$ cat src/rtl/latency_stats_mc.sv
// latency_stats_mc: per-channel latency sum/min/max/count collector with run-control FSM
module latency_stats_mc #(
  parameter int TIME_WIDTH = 16,
  parameter int NUM_CH     = 4,
  parameter int CH_WIDTH   = 2,
  parameter int IDX_WIDTH  = 5,
  parameter int SUM_WIDTH  = 32,
  parameter int CNT_WIDTH  = 16
) (
  input  logic                  clk,
  input  logic                  rst_n,
  input  logic                  start,
  input  logic                  stop,
  input  logic                  clear,
  input  logic                  s_valid,
  input  logic [CH_WIDTH-1:0]   s_ch,
  input  logic [TIME_WIDTH-1:0] s_tx_gray,
  input  logic [TIME_WIDTH-1:0] s_rx_gray,
  input  logic [IDX_WIDTH-1:0]  s_tx_idx,
  input  logic [IDX_WIDTH-1:0]  s_rx_idx,
  input  logic [CH_WIDTH-1:0]   rd_ch,
  output logic [SUM_WIDTH-1:0]  rd_sum,
  output logic [TIME_WIDTH-1:0] rd_min,
  output logic [TIME_WIDTH-1:0] rd_max,
  output logic [CNT_WIDTH-1:0]  rd_count,
  output logic                  rd_sat,
  output logic [1:0]            state
);
  typedef enum logic [1:0] {IDLE = 2'd0, RUN = 2'd1, DONE = 2'd2} state_t;
  state_t state_q, state_d;
  logic v1_q, v1_d, v2_q, v2_d;
  logic [CH_WIDTH-1:0] ch1_q, ch1_d, ch2_q, ch2_d;
  logic [TIME_WIDTH-1:0] a_q, a_d, b_q, b_d, lat_q, lat_d;
  logic [SUM_WIDTH-1:0] sum_q [NUM_CH];
  logic [SUM_WIDTH-1:0] sum_d [NUM_CH];
  logic [CNT_WIDTH-1:0] cnt_q [NUM_CH];
  logic [CNT_WIDTH-1:0] cnt_d [NUM_CH];
  logic [TIME_WIDTH-1:0] min_q [NUM_CH];
  logic [TIME_WIDTH-1:0] min_d [NUM_CH];
  logic [TIME_WIDTH-1:0] max_q [NUM_CH];
  logic [TIME_WIDTH-1:0] max_d [NUM_CH];
  logic sat_q [NUM_CH];
  logic sat_d [NUM_CH];
  logic [SUM_WIDTH:0] sum_x;
  logic [CNT_WIDTH:0] cnt_x;
  logic rd_ok;
  logic [SUM_WIDTH-1:0] rd_sum_q, rd_sum_d;
  logic [TIME_WIDTH-1:0] rd_min_q, rd_min_d, rd_max_q, rd_max_d;
  logic [CNT_WIDTH-1:0] rd_cnt_q, rd_cnt_d;
  logic rd_sat_q, rd_sat_d;
  function automatic logic [TIME_WIDTH-1:0] g2b(input logic [TIME_WIDTH-1:0] g);
    g2b[TIME_WIDTH-1] = g[TIME_WIDTH-1];
    for (int i = TIME_WIDTH-2; i >= 0; i--) g2b[i] = g2b[i+1] ^ g[i];
  endfunction
  always_comb begin
    state_d = clear ? IDLE :
              (state_q == IDLE && start) ? RUN :
              (state_q == RUN && stop) ? DONE : state_q;
    v1_d = s_valid && state_q == RUN && !stop && !clear && 32'(s_ch) < NUM_CH;
    ch1_d = s_ch;
    a_d = g2b(s_rx_gray) + TIME_WIDTH'(s_rx_idx);
    b_d = g2b(s_tx_gray) + TIME_WIDTH'(s_tx_idx);
    v2_d = v1_q && !clear;
    ch2_d = ch1_q;
    lat_d = a_q - b_q;
  end
  // only one channel updates per cycle, so the saturating adds are shared
  always_comb begin
    sum_x = {1'b0, sum_q[ch2_q]} + (SUM_WIDTH+1)'(lat_q);
    cnt_x = {1'b0, cnt_q[ch2_q]} + (CNT_WIDTH+1)'(1);
    for (int c = 0; c < NUM_CH; c++) begin
      sum_d[c] = clear ? '0 : (v2_q && ch2_q == CH_WIDTH'(c)) ? (sum_x[SUM_WIDTH] ? '1 : sum_x[SUM_WIDTH-1:0]) : sum_q[c];
      cnt_d[c] = clear ? '0 : (v2_q && ch2_q == CH_WIDTH'(c)) ? (cnt_x[CNT_WIDTH] ? '1 : cnt_x[CNT_WIDTH-1:0]) : cnt_q[c];
      min_d[c] = clear ? '1 : (v2_q && ch2_q == CH_WIDTH'(c) && lat_q < min_q[c]) ? lat_q : min_q[c];
      max_d[c] = clear ? '0 : (v2_q && ch2_q == CH_WIDTH'(c) && lat_q > max_q[c]) ? lat_q : max_q[c];
      sat_d[c] = clear ? 1'b0 : sat_q[c] | (v2_q && ch2_q == CH_WIDTH'(c) && (sum_x[SUM_WIDTH] || cnt_x[CNT_WIDTH]));
    end
  end
  always_comb begin
    rd_ok = 32'(rd_ch) < NUM_CH;
    rd_sum_d = rd_ok ? sum_q[rd_ch] : '0;
    rd_min_d = rd_ok ? min_q[rd_ch] : '1;
    rd_max_d = rd_ok ? max_q[rd_ch] : '0;
    rd_cnt_d = rd_ok ? cnt_q[rd_ch] : '0;
    rd_sat_d = rd_ok ? sat_q[rd_ch] : 1'b0;
  end
  always_ff @(posedge clk) begin
    ch1_q <= ch1_d;
    a_q <= a_d;
    b_q <= b_d;
    ch2_q <= ch2_d;
    lat_q <= lat_d;
  end
  always_ff @(posedge clk) begin
    if (!rst_n) begin
      state_q <= IDLE;
      v1_q <= 1'b0;
      v2_q <= 1'b0;
      for (int c = 0; c < NUM_CH; c++) begin
        sum_q[c] <= '0;
        cnt_q[c] <= '0;
        min_q[c] <= '1;
        max_q[c] <= '0;
        sat_q[c] <= 1'b0;
      end
      rd_sum_q <= '0;
      rd_min_q <= '1;
      rd_max_q <= '0;
      rd_cnt_q <= '0;
      rd_sat_q <= 1'b0;
    end else begin
      state_q <= state_d;
      v1_q <= v1_d;
      v2_q <= v2_d;
      sum_q <= sum_d;
      cnt_q <= cnt_d;
      min_q <= min_d;
      max_q <= max_d;
      sat_q <= sat_d;
      rd_sum_q <= rd_sum_d;
      rd_min_q <= rd_min_d;
      rd_max_q <= rd_max_d;
      rd_cnt_q <= rd_cnt_d;
      rd_sat_q <= rd_sat_d;
    end
  end
  assign rd_sum = rd_sum_q;
  assign rd_min = rd_min_q;
  assign rd_max = rd_max_q;
  assign rd_count = rd_cnt_q;
  assign rd_sat = rd_sat_q;
  assign state = state_q;
endmodule

$ cat config.mk
export PLATFORM = sky130hd
export DESIGN_NAME = latency_stats_mc
export DESIGN_NICKNAME = d
export VERILOG_FILES = /design/src/rtl/latency_stats_mc.sv
export SDC_FILE = /design/constraint.sdc
export NUM_CORES = 1
export LEC_CHECK = 0
export CORE_MARGIN = 5
export CORE_UTILIZATION = 55
export DETAILED_ROUTE_END_ITERATION = 7
export MAX_ROUTING_LAYER = met4
export PLACE_DENSITY = 0.74
export RECOVER_POWER = 50
export SETUP_SLACK_MARGIN = 0.1
export SYNTH_ARGS = -nofsm -noshare
export SYNTH_HDL_FRONTEND = slang
export SYNTH_SLANG_ARGS = --single-unit
export TNS_END_PERCENT = 20
$ cat constraint.sdc
create_clock -name clk -period 14.85 [get_ports clk]
set_clock_uncertainty 0.1 [all_clocks]
set_input_delay 3.7125 -clock clk [delete_from_list [all_inputs] [get_ports clk]]
set_output_delay 3.7125 -clock clk [all_outputs]
set_load 0.005 [all_outputs]
==> results_dict.tcl <==
set metrics [dict create \
    synth_ff_type "dfxtp_1" \
    relSlewSlack_pct -194 \
    cap_violations 5 \
    synth_area_um2 24100 \
    setup_viol 0 \
    ys_ff_latch 461 \
    avgRoutedWirePerCell_um 18.5 \
    yosys.area.top_type_share_pct 38.3 \
    dieWidth_um 219 \
    hold_ws_ns 0.225 \
    synthesis.nets 2764 \
    slowest_delay_ns 3.08 \
    grt_overflow_total 0 \
    fp-row-count 76 \
    die-area_um2 48100 \
    cpMaxStageDelayCell "clkbuf_1" \
    fin_crit_sh_pct 74.4 \
    die_y_um 219 \
    setup_tns_ns 0 \
    layout.nets 2816 \
    syn_area_per_cell_um2 9.55 \
    ant_nets 0 \
    yosys_warnings 0 \
    ir_drop_uv 88.1 \
    min_period_ns 11.05 \
    cts_resized 0 \
    async_flop_share_pct 0 \
    clkTransAtPathRegs_ns 0.06 \
    synth_edf_count 0 \
    grt_busiest_layer "met2" \
    grt_usage_pct 25.2 \
    critPathTopFamily "buffers and inverters" \
    drive_above_1_share_pct 10.6 \
    synthCells 2524 \
    diodes 0 \
    cts_sinks 461 \
    cpMostUsedCell "clkbuf_1" \
    io_pins 135 \
    worstMarginPinSlew_ns 4.41 \
    ys_seq_area_share_pct 38.3 \
    critPathCaptureType "flip-flop" \
    hold_violations 0 \
    max_freq_mhz 90.5 \
    grt_max_degree 111 \
    cts_tree "yes" \
    cp.buffers_inverters 4 \
    grtUsageMet1_pct 32.4 \
    violations "capacitance limit, slew limit" \
    antenna_found_initial 0 \
    io_buffers 134 \
    place.detailed.hpwl_um 38700 \
    power.density_nw_per_um2 134 \
    met2_usage_pct 41.2 \
    critPathRequiredTime_ns 15.25 \
    drt-pass1-iter-count 5 \
    drc 0 \
    crit_chain "buf_2, clkbuf_1, nor2b_1, clkbuf_1, buf_4, nand2_1, o21ai_0" \
    start_kind "input pin" \
    routed_wl_um 59200 \
    critPathKind "input pin to flip-flop" \
    crit_path_max_fanout 110 \
    maxSlewViolCount 355 \
    areaGrowthSynthToFinish_pct 13.5 \
    p_leak_nw 11.6 \
    synth_area_leaders "dfxtp_1 (38%), mux4_2 (11%), ha_1 (9.6%), o21ai_0 (3.8%), inv_1 (3.1%)" \
    grt_pass1_wl_um 96900 \
    synth_area_leader_cell "dfxtp_1" \
    cp_data_arrival_time_ns 11.45 \
    num_vias 19030 \
    cts-root-buf "clkbuf_16" \
    drt_iter0_drc 1512 \
    min_path_type "flip-flop to flip-flop" \
    worstSkewPairLatency_ns 0.58 \
    status "complete, but fails checks" \
    ctsHoldBuffers 0 \
    post-cts-setup-buffers 0 \
    finalWeightedCongestion 0.890 \
    core-area_um2 43200 \
    cts_buffers 49 \
    synth_cell_types 76 \
    cts.htree.levels 2 \
    grt_setup_unrepaired "false" \
    cts_buffer_depth 3 \
    viasPerCell 5.95 \
    start_util_pct 55.8 \
    use_met3_pct 3.42 \
    grt_pass1_vias 18977 \
]
## path summary, 6_finish.rpt
check | from | endpoint | cells after the start | slack, ns
min | ch1_q[1]$_DFF_P_ | ch2_q[1]$_DFF_P_ | 0 | 0.23
min reg2reg | ch1_q[1]$_DFF_P_ | ch2_q[1]$_DFF_P_ | 0 | 0.23
max reg2reg | ch2_q[1]$_DFF_P_ | sum_q[63]$_SDFFE_PP0P_ | 13 | 9.77
max | rst_n | max_q[2]$_SDFFE_PP0P_ | 7 | 3.80
## flip-flops by register name (all words and copies together), names as in the netlist
register	count
a_q	16
min_q	64
v2_q	1
rd_min	16
cnt_q	64
ch1_q	2
rd_sat	1
rd_count	16
sat_q	4
ch2_q	2
lat_q	16
rd_sum	32
b_q	16
state	2
v1_q	1
sum_q	128
rd_max	16
max_q	64
## metal layers
layer  wire (um)  vias to the layer above
met2       28400                      623
li1            -                     9144
met5           0                        -
met1       25600                     9143
met4        1800                        0
met3        3400                      120
## cell usage in the layout (no fill, tap or decap), types with 5 or more instances in the layout
cell             synthesis  final
a31oi_1                 73     73
xor2_1                  24     24
xnor2_1                 60     60
o211ai_1                25     25
nor2b_1                 12     12
inv_1                  202    202
a21o_1                  90     90
clkbuf_8                 0     11
dlygate4sd3_1            0     85
nand4_1                 21     21
ha_1                   184    184
a211oi_1                87     87
mux4_2                 120    120
or2_2                    6      6
nand3_1                113    113
buf_4                    8     27
bufinv_16                0      5
clkbuf_1               113     15
nand2_1                151    151
mux4_1                   8      8
and4_1                   9      9
o21ai_0                184    184
nand2b_1                36     36
nor2_2                   7      7
clkdlybuf4s50_1          0     46
nor2_1                 161    160
and2_0                   0     31
a21oi_1                143    143
a211o_1                  7      7
o21bai_1                 7      7
clkinv_2                 0      7
nor3_1                  10     10
o31ai_1                  8      8
o21a_1                   7      7
clkbuf_16                0     49
and3_1                   7      5
and2_1                  72     41
dfxtp_1                461    459
o21ai_1                  5      5
## power by group
group / internal (W) / leakage [nW] / total [W] / switching (W)
registers: 0.00131 / 3.74 / 0.00143 / 0.000128
clock network: 0.000748 / 0.803 / 0.00125 / 0.000498
logic: 0.000426 / 7.02 / 0.000975 / 0.000549
## stage by stage
stage | std cells | util (%) | worst slack, ns | cell area (um^2) | total power [W]
after floorplan | 2524 | - | 5.18 | 24100 | 0.00213
after global placement | 3110 | 59.6 | 4.38 | 25700 | 0.00237
after detailed placement | 3110 | 59.6 | 4.12 | 25700 | 0.00242
after CTS | 3198 | 63.4 | 4.73 | 27400 | 0.00367
after global routing | 3198 | 63.4 | 3.10 | 27400 | 0.00387
final | 3198 | 63.4 | 3.80 | 27400 | 0.00366
## final cells by class
type	count	area [um^2]
Clock buffer	71	1420
Clock inverter	17	225
Fill cell	3550	15800
Inverter	202	758
Multi-Input combinational cell	1699	13500
Sequential cell	461	9230
Tap cell	585	732
Timing Repair Buffer	163	1530
## logic make-up after synthesis
family	after synthesis	share of synthesized area, %
AO/OA/AOI/OAI	666	17.3
XOR/XNOR	84	3.05
adder cells (fa/ha/maj)	188	9.88
buffers and inverters	364	6.35
flip-flops	461	38.3
multiplexers	132	12.3
AND/OR/NAND/NOR	629	12.8
## synth_stat cells, types with 3 or more instances
master,number
dfxtp_1,461
inv_1,202
ha_1,184
o21ai_0,184
nor2_1,161
nand2_1,151
a21oi_1,143
mux4_2,120
clkbuf_1,113
nand3_1,113
a21o_1,90
a211oi_1,87
a31oi_1,73
and2_1,72
xnor2_1,60
nand2b_1,36
o211ai_1,25
xor2_1,24
nand4_1,21
buf_2,15
buf_1,12
nor2b_1,12
nor3_1,10
and4_1,9
buf_4,8
mux4_1,8
o31ai_1,8
a211o_1,7
and3_1,7
nor2_2,7
o21a_1,7
o21bai_1,7
buf_6,6
or2_2,6
o2111ai_1,5
o21ai_1,5
fa_1,4
or3_1,4
a2111oi_2,3
a21bo_2,3
dlygate4sd1_1,3
mux2_2,3
## worst register-to-register path, stage by stage, from the launching register on
cell,delay [ns]
dfxtp_4,0.56
buf_4,0.66
mux4_2,0.38
ha_1,0.22
inv_1,0.07
fa_1,0.40
nand2b_1,0.23
a21oi_1,0.24
o2111ai_1,0.31
a211oi_1,0.41
and3_2,0.77
nand3b_1,0.22
nand3_2,0.12
o21ai_1,0.32
Power figures use the tool's default switching activity.
